[src/rtl/ysyx_2022040010_wb_commit.sv]
// Writeback/commit: merges long-unit and pipeline results onto the single GPR write port, 1-cycle registered.
// Long unit has fixed priority; pipeline results wait on WAW busy bits; stall_wb freezes the output stage.
module ysyx_2022040010_wb_commit #(
  parameter int XLEN = 64,
  parameter int NREG = 32,
  parameter int AW   = 5
) (
  input  logic            clk,
  input  logic            rst,
  input  logic            stall_wb,
  input  logic            p_valid,
  input  logic            p_we,
  input  logic [AW-1:0]   p_waddr,
  input  logic [XLEN-1:0] p_wdata,
  output logic            p_ready,
  input  logic            l_valid,
  input  logic [AW-1:0]   l_waddr,
  input  logic [XLEN-1:0] l_wdata,
  output logic            l_ready,
  input  logic            sb_set,
  input  logic [AW-1:0]   sb_set_addr,
  input  logic [AW-1:0]   sb_raddr1,
  input  logic [AW-1:0]   sb_raddr2,
  output logic            sb_busy1,
  output logic            sb_busy2,
  output logic            we,
  output logic [AW-1:0]   waddr,
  output logic [XLEN-1:0] wdata,
  output logic            commit_valid,
  output logic [63:0]     commit_cnt
);

  logic            r_wb_valid;
  logic            r_we;
  logic [AW-1:0]   r_waddr;
  logic [XLEN-1:0] r_wdata;
  logic [NREG-1:0] r_busy;
  logic [63:0]     r_commit_cnt;

  logic            w_waw;
  logic            w_l_acc;
  logic            w_p_acc;
  logic            w_commit;
  logic [NREG-1:0] w_busy_nxt;

  // A pipeline write may not overtake an outstanding long-latency write to the same register.
  always_comb begin
    w_waw    = p_we & (p_waddr != '0) & r_busy[p_waddr];
    w_l_acc  = l_valid & ~stall_wb;
    w_p_acc  = p_valid & ~l_valid & ~stall_wb & ~w_waw;
    w_commit = r_wb_valid & ~stall_wb;
  end

  // Set is applied after clear so a re-issue to the same register stays outstanding.
  always_comb begin
    w_busy_nxt = r_busy;
    if (w_l_acc) begin
      w_busy_nxt[l_waddr] = 1'b0;
    end
    if (sb_set && (sb_set_addr != '0)) begin
      w_busy_nxt[sb_set_addr] = 1'b1;
    end
    w_busy_nxt[0] = 1'b0;
  end

  always_ff @(posedge clk or negedge rst) begin
    if (!rst) begin
      r_wb_valid <= 1'b0;
      r_we       <= 1'b0;
      r_waddr    <= '0;
      r_wdata    <= '0;
    end else if (!stall_wb) begin
      if (w_l_acc) begin
        r_wb_valid <= 1'b1;
        r_we       <= (l_waddr != '0);
        r_waddr    <= l_waddr;
        r_wdata    <= l_wdata;
      end else if (w_p_acc) begin
        r_wb_valid <= 1'b1;
        r_we       <= p_we & (p_waddr != '0);
        r_waddr    <= p_waddr;
        r_wdata    <= p_wdata;
      end else begin
        r_wb_valid <= 1'b0;
        r_we       <= 1'b0;
      end
    end
  end

  always_ff @(posedge clk or negedge rst) begin
    if (!rst) begin
      r_busy <= '0;
    end else begin
      r_busy <= w_busy_nxt;
    end
  end

  always_ff @(posedge clk or negedge rst) begin
    if (!rst) begin
      r_commit_cnt <= '0;
    end else if (w_commit) begin
      r_commit_cnt <= r_commit_cnt + 64'd1;
    end
  end

  assign p_ready      = w_p_acc;
  assign l_ready      = w_l_acc;
  assign sb_busy1     = r_busy[sb_raddr1];
  assign sb_busy2     = r_busy[sb_raddr2];
  assign we           = r_we;
  assign waddr        = r_waddr;
  assign wdata        = r_wdata;
  assign commit_valid = w_commit;
  assign commit_cnt   = r_commit_cnt;

endmodule

[config.mk]
export PLATFORM = sky130hd
export DESIGN_NAME = ysyx_2022040010_wb_commit
export DESIGN_NICKNAME = d
export VERILOG_FILES = /design/src/rtl/ysyx_2022040010_wb_commit.sv
export SDC_FILE = /design/constraint.sdc
export NUM_CORES = 1
export LEC_CHECK = 0
export BUFFER_PORTS_ARGS = -buffer_cell sky130_fd_sc_hd__buf_2
export CELL_PAD_IN_SITES_DETAIL_PLACEMENT = 0
export CELL_PAD_IN_SITES_GLOBAL_PLACEMENT = 1
export CORE_ASPECT_RATIO = 0.8
export CORE_MARGIN = 8
export CORE_UTILIZATION = 37
export DETAILED_ROUTE_END_ITERATION = 8
export GPL_TIMING_DRIVEN = 0
export PLACE_DENSITY_LB_ADDON = 0.12
export SLEW_MARGIN = 20
export SYNTH_ARGS = -nofsm -noshare
export SYNTH_HDL_FRONTEND = slang
export SYNTH_SLANG_ARGS = --single-unit
[constraint.sdc]
create_clock -name clk -period 2.71 [get_ports clk]
set_clock_uncertainty 0.2 [all_clocks]
set_input_delay 0.1355 -clock clk [delete_from_list [all_inputs] [get_ports clk]]
set_output_delay 0.1355 -clock clk [all_outputs]
set_load 0.02 [all_outputs]
# Word level (Yosys, flattened, before mapping)
# Cells that the tools add are included.
# op_classes
addsub,1
magnitude_cmp,7
mux,20
n_bitwise,13
reduce_logical,8
# op_table
operator,count
$mux 64,2
$add 64x1->64 const B,1
$mux 32,2
$and 32x32->32,1
$not 32->32,1
$or 32x32->32,1
$lt 5x6->1 const B,5
$bmux 1 s5,3
$reduce_bool 5->1,3
$demux 1 s5,2
$ge 5x1->1 const B,2
$mux 5,2
$mux 1,9
$and 1x1->1,7
$logic_and 1x1->1,3
$not 1->1,3
$reduce_and 2->1,1
$reduce_bool 2->1,1
# word_totals
reg_bits,166
output_inout_bits,139
elab_cells,55

# Longest topological paths before layout
# Gate-level depths: netlist (run 1).
# depth
ltp_word,9
depth_mapped,9

# Worst setup path before layout (run 1)
# Ideal clock, no wire load.
# synth_path
path_type,register to register
start,register r_commit_cnt[24] (netlist: commit_cnt[24])
end,register r_commit_cnt[45] (netlist: commit_cnt[45])
setup_ns,0.130
arrival_ns,2.184
t_required_ns,2.380
slack_ns,0.196
stages_incl_launch_ff,7
n_path_buf,0
period_less_slack_ns,2.514
cell_sequence,dfrtp_1 nand3_2 or4_4 or4_4 nor2_1 nand4_1 xnor2_1
# synth_between
elab_chain_len,1
# synth_lines
item,line,text
"start, declared",38,logic [63:0] r_commit_cnt;
"start signal, assigned",102,r_commit_cnt <= r_commit_cnt + 64'd1;
$add 64x1->64,102,
# Every way passes these cells.
# A chain may end at the register's enable or synchronous reset.

# Final worst setup path (run 1)
# layout_path
start,register r_commit_cnt[24] (netlist: commit_cnt[24])
end,register r_commit_cnt[59] (netlist: commit_cnt[59])
# The elaborated chain is that of the path after synthesis.

==> results of run 1 <==
kinds of logic after synthesis:
group | count (synthesis) | synth area share, %
fa+ha+maj | 1 | 0.1508
flops | 166 | 50.07
compound gates | 151 | 12.95
simple gates | 292 | 17.06
xor+xnor | 63 | 6.651
mux | 35 | 7.420
buf+inv | 118 | 5.700
per-layer routing:
metal | vias up | global-route usage, % | routed length, µm
met4 | 2 | 9.010 | 890
met5 | - | 0 | 8
li1 | 3851 | - | -
met2 | 332 | 33.29 | 13930
met1 | 4005 | 28.33 | 13140
met3 | 59 | 6.358 | 2220
layout make-up:
class	instances	area share, %
Inverter	77	2.340
Sequential cell	166	33.64
Timing Repair Buffer	443	24.23
Clock buffer	17	3.444
Clock inverter	14	1.722
Multi-Input combinational cell	542	29.96
Antenna cell	5	0.1013
Tap cell	306	3.100
Buffer	40	1.459
flip-flops by register name, indices dropped and copies added (netlist names):
signal	flops
r_wb_valid	1
we	1
wdata	64
commit_cnt	64
r_busy	31
waddr	5
final timing paths:
kind / startpoint / end / slack [ns]
setup / recovery: commit_cnt[24] / commit_cnt[59] / 0.10
hold / removal: l_waddr[2] / waddr[2] / -0.002
setup reg to reg: commit_cnt[24] / commit_cnt[59] / 0.10
hold reg to reg: commit_cnt[63] / commit_cnt[63] / 0.26
max in group asynchronous: rst / wdata[1] / 1.36
min in group asynchronous: rst / commit_cnt[17] / 0.07
through the flow:
step           utilization [%]  setup WS (ns)  std cells  hold slack (ns)  instance area (µm²)
3_5_place_dp             45.71        -0.1770       1424         -0.03108                10170
5_1_grt                  55.46       -0.05182       1606          0.03600                12340
3_3_place_gp             45.54         -1.530       1423           0.2201                10140
6_report                 55.50         0.1042       1610        -0.001910                12350
2_1_floorplan                -         0.1960        826          -0.3601                 8297
4_1_cts                  55.22       0.009773       1602         0.003584                12290
power groups by stage:
stage / Sequential (µW) / Combinational [µW] / Clock [µW]
2_1_floorplan: 3280 / 694 / 0
3_3_place_gp: 3080 / 1580 / 0
3_5_place_dp: 3090 / 1590 / 0
4_1_cts: 3050 / 1760 / 2740
5_1_grt: 3100 / 1920 / 2820
6_report: 3060 / 1770 / 2670
synthesized netlist by cell type, types with 2 or more instances:
| master | instances |
|---|---|
| a211oi_1 | 2 |
| a221oi_1 | 67 |
| and2_1 | 4 |
| and3_1 | 9 |
| and4_1 | 6 |
| buf_2 | 15 |
| buf_4 | 3 |
| clkbuf_1 | 23 |
| dfrtp_1 | 166 |
| inv_1 | 77 |
| mux2_2 | 12 |
| mux2i_1 | 3 |
| mux4_2 | 20 |
| nand2_1 | 38 |
| nand2b_1 | 3 |
| nand3_1 | 33 |
| nand3b_1 | 11 |
| nand4_1 | 16 |
| nor2_1 | 146 |
| nor3_1 | 4 |
| nor3_2 | 2 |
| nor4_1 | 3 |
| o21ai_0 | 65 |
| o221ai_1 | 2 |
| o22ai_1 | 2 |
| o31ai_1 | 2 |
| or2_2 | 2 |
| or3_1 | 2 |
| or3b_2 | 2 |
| or4_4 | 2 |
| xnor2_1 | 49 |
| xor2_1 | 14 |
timing repair:
| item | in CTS | in global routing |
|---|---|---|
| pin swaps | 0 | 2 |
| hold buffers | 146 | 0 |
| buffers inserted | 1 | 4 |
| setup endpoints to repair | 16 | 102 |
| endpoints found under the hold margin | 182 | 0 |
| gates resized for setup | 2 | 6 |
critical path, stage by stage, from the launching register on:
cell	delay (ns)
dfrtp_1	0.45
nand3_2	0.14
or4_4	0.54
or4_4	0.51
nor2_2	0.31
nand4_1	0.18
xnor2_1	0.16
==> flow_summary.json, run 1 <==
{
  "layout_min_cycle_time_ns": 2.606,
  "clock_sinks": 166,
  "cts_made_buffers": 17,
  "clk-insertion-delay-late_ns": 0.42,
  "start_kind": "flip-flop",
  "p_total_uw": 7500,
  "whs_ns": -0.001910,
  "sw_frac_of_total_pct": 31.23,
  "irDropWorstVdd_mv": 0.3451,
  "whs_path_depth": 3,
  "num-nets-final": 1448,
  "drive_gt1_share_pct": 31.02,
  "yosys-top-cells-area": "dfrtp_1 50%, a221oi_1 7.1%, nor2_1 6.6%",
  "yosysTopAreaCell": "dfrtp_1",
  "period_share_pct": 96.15,
  "synth_cells": 826,
  "syn_avg_cell_area_um2": 10.04,
  "synth_top_cell_area_share_pct": 50.07,
  "netlist_area_um2": 8297,
  "synth.distinct_cells": 53,
  "detail_route.first_pass.iterations": 4,
  "io_pins": 299,
  "mostFrequentLayoutCells": "305 x buf_2, 165 x dfrtp_1, 146 x dlygate4sd3_1",
  "area_growth_syn_to_layout_pct": 48.88,
  "finalMaxSlewViolations": 0,
  "leakagePower_uw": 0.006019,
  "setup_tns_ns": 0,
  "dr.first_iter.drc_count": 431,
  "async_reset_ff_share_pct": 100.0,
  "setup_viol": 0,
  "gp_congestion": 0.8689,
  "max_slew.worst_pin.slew_ns": 0.6942,
  "slew_headroom_pct": 53.72,
  "yosysWarningCount": 0,
  "clk_pin_slew_ns": 0.07,
  "power_switching_uw": 2342,
  "post_drt_wl_per_cell_um": 18.75,
  "portBuffers": 291,
  "synth-seq-cells": 166,
  "ctsLongestPathBuffers": 2,
  "via_per_inst": 5.124,
  "rsz0062_at_grt": "true",
  "initial_core_util_pct": 37.28,
  "vias": 8249,
  "die_w_um": 183.4,
  "grt_overflow": 0,
  "seqCellArea_um2": 4155,
  "cp.required_ns": 2.82,
  "num_rows": 49,
  "cp.arrival_ns": 2.72,
  "fp.dieH_um": 149.9,
  "fmax_mhz": 383.8,
  "totalWireLength_um": 30180,
  "cts_tree": "yes",
  "p_per_area_nw_per_um2": 607.2,
  "multi_input_area_um2": 3701,
  "violations": "hold timing",
  "synth_ff_type": "dfrtp_1",
  "combPwrFrac_pct": 23.6,
  "antenna_found_initial": 2,
  "p_clk_share_pct": 35.6,
  "place_hpwl_um": 21650,
  "final_antenna_net_count": 0,
  "mostFrequentLayoutCell": "buf_2",
  "r2r_cells": 6,
  "synth_edf_count": 0,
  "hold_viol": 1,
  "cts_root_buffer": "clkbuf_16",
  "outcome": "finished, violations left",
  "htree_levels": 4,
  "die_area_um2": 27500,
  "synth_nets": 987,
  "crit_fanout": 6,
  "p_int_uw": 5158,
  "hold_path.class": "in -> reg",
  "maxCapViolations": 0,
  "grt_usage_pct": 21.70,
  "core_area_um2": 22260,
  "grt_first_pass_wirelength_um": 47130,
  "worstSetupEndpointType": "flip-flop",
  "drc": 0,
  "synth-seq-area-share_pct": 50.07,
  "first_global_vias": 8604,
  "nFillCells": 2056,
  "grt_max_degree": 87,
  "p_seq_share_pct": 40.8,
  "criticalPathCategory": "reg -> reg"
}
Power figures use the tool's default switching activity.
==> run 2, diff against run 1 <==
--- a/config.mk
+++ b/config.mk
@@ -9,7 +9,6 @@
 export CELL_PAD_IN_SITES_DETAIL_PLACEMENT = 0
 export CELL_PAD_IN_SITES_GLOBAL_PLACEMENT = 1
 export CORE_ASPECT_RATIO = 0.8
-export CORE_MARGIN = 8
 export CORE_UTILIZATION = 37
 export DETAILED_ROUTE_END_ITERATION = 8
 export GPL_TIMING_DRIVEN = 0
==> run 2 against run 1 <==
  * Die area decreased by 16%
  * Clock power is 6% lower
  * Combinational power is essentially flat
  * The run now ends clean
  * Flip-flop and latch count did not move
  * Final area rose by 0.25%
  * Highest routed layer is now met4
  * Critical path type is now reg -> out
  * Largest cell class unchanged
==> flow_summary.json, run 2 (synthesized netlist as in run 1, its figures left out) <==
{
  "layout_min_cycle_time_ns": 2.587,
  "place_hpwl_um": 19300,
  "ctsLongestPathBuffers": 2,
  "via_per_inst": 5.095,
  "rsz0062_at_grt": "true",
  "timing.final.ws_setup_ns": 0.1227,
  "first_global_vias": 8176,
  "portBuffers": 291,
  "maxCapViolations": 0,
  "met2_usage_pct": 38.52,
  "die_w_um": 169.4,
  "drc": 0,
  "gp_congestion": 0.8271,
  "cp.required_ns": 2.37,
  "utilization_pct": 56.80,
  "crit_fanout": 4,
  "die_area_um2": 23030,
  "fin_area_um2": 12380,
  "clk-insertion-delay-late_ns": 0.43,
  "setup_tns_ns": 0,
  "cts_made_buffers": 17,
  "p_per_area_nw_per_um2": 593.6,
  "totalWireLength_um": 28210,
  "post_dp_cell_area_um2": 10170,
  "grtUsageMet1_pct": 33.23,
  "period_share_pct": 95.47,
  "area_growth_syn_to_layout_pct": 49.25,
  "post_drt_wl_per_cell_um": 17.53,
  "htree_levels": 4,
  "core_area_um2": 21800,
  "setup_viol": 0,
  "slew_headroom_pct": 53.95,
  "mostFrequentLayoutCells": "305 x buf_2, 165 x dfrtp_1, 150 x dlygate4sd3_1",
  "hold_path.class": "in -> reg",
  "dr.first_iter.drc_count": 492,
  "final_antenna_net_count": 0,
  "clock_sinks": 166,
  "clk_pin_slew_ns": 0.08,
  "grt_overflow": 0,
  "io_pins": 299,
  "use_met3_pct": 6.405,
  "mostFrequentLayoutCell": "buf_2",
  "antenna_found_initial": 0,
  "grt_first_pass_wirelength_um": 43540,
  "initial_core_util_pct": 38.06,
  "fmax_mhz": 386.5,
  "grt_busiest_layer": "met2",
  "outcome": "finished clean",
  "num-nets-final": 1457,
  "leakagePower_uw": 0.006042,
  "irDropWorstVdd_mv": 0.3616,
  "start_kind": "flip-flop",
  "hold_viol": 0,
  "cts_tree": "yes",
  "grt_usage_pct": 24.51,
  "drive_gt1_share_pct": 31.25,
  "criticalPathCategory": "reg -> out",
  "place_ws_ns": -0.1654,
  "detail_route.first_pass.iterations": 5,
  "grt_max_degree": 91,
  "worstSetupEndpointType": "output port",
  "cp.arrival_ns": 2.25,
  "finalMaxSlewViolations": 0,
  "num_rows": 48,
  "antenna_cells": 0,
  "max_slew.worst_pin.slew_ns": 0.6907,
  "fp.dieH_um": 135.9,
  "cts_root_buffer": "clkbuf_16",
  "vias": 8198
}
==> run 2: cell types whose count changed in the layout (fill, tap and decap cells not counted), sizes merged <==
cell / delta
dlygate4sd3: +4
diode: -5
inv: -1
bufinv: -3
clkinv: +5
buf: +4
clkbuf: +1
==> run 2: path summary, 6_finish.rpt <==
path / slack (ns) / depth (start not counted) / end / start
max in group asynchronous: 1.39 / 3 / wdata[51] / rst
min: 0.04 / 4 / waddr[4] / p_waddr[4]
max: 0.12 / 4 / sb_busy1 / r_busy[27]
max reg2reg: 0.13 / 6 / commit_cnt[57] / commit_cnt[24]
min reg2reg: 0.27 / 1 / commit_cnt[63] / commit_cnt[63]
min in group asynchronous: 0.06 / 2 / commit_cnt[21] / rst
==> run 2: final cells by class <==
cell class                 count  area (µm²)
timing repair buffer         451        3063
sequential                   166        4155
clock buffer                  17       425.4
multi-input combinational    542        3704
clock inverter                15       187.7
tap                          300       375.4
buffer                        41       183.9
fill                        1968        9418
inverter                      77       289.0
==> run 2: timing repair <==
action,4_1_cts,5_1_grt
pin swaps,1,2
resized for setup,5,5
setup buffers,1,8
endpoints found under the hold margin,177,0
hold buffers,150,0
endpoints found under the setup margin,23,75
==> run 2: worst max-delay path: stages, from the launching register on <==
cell	delay [ns]
dfrtp_1	0.42
mux4_2	0.50
mux4_2	0.48
mux2_2	0.27
buf_2	0.16
==> run 2: report_power, final <==
group / internal, µW / switching, µW / leakage (µW)
registers: 2790 / 265 / 0.00204
logic: 807 / 965 / 0.00371
clock network: 1330 / 1190 / 0.000297
total: 4930 / 2420 / 0.00604
==> run 2: stage by stage <==
stage	hold WS, ns	power (µW)	std cells
2_1_floorplan	-0.3601	3975	826
3_3_place_gp	0.2186	4639	1417
3_5_place_dp	-0.04699	4658	1418
4_1_cts	0.04368	7382	1601
5_1_grt	0.07471	7693	1609
6_report	0.04052	7351	1609
==> run 2: per-layer routing <==
| metal | up-vias | share of wire (%) |
|---|---|---|
| met5 | - | 0 |
| met4 | 0 | 2.0 |
| met3 | 40 | 6.3 |
| met2 | 291 | 47 |
| met1 | 3999 | 45 |
| li1 | 3868 | - |
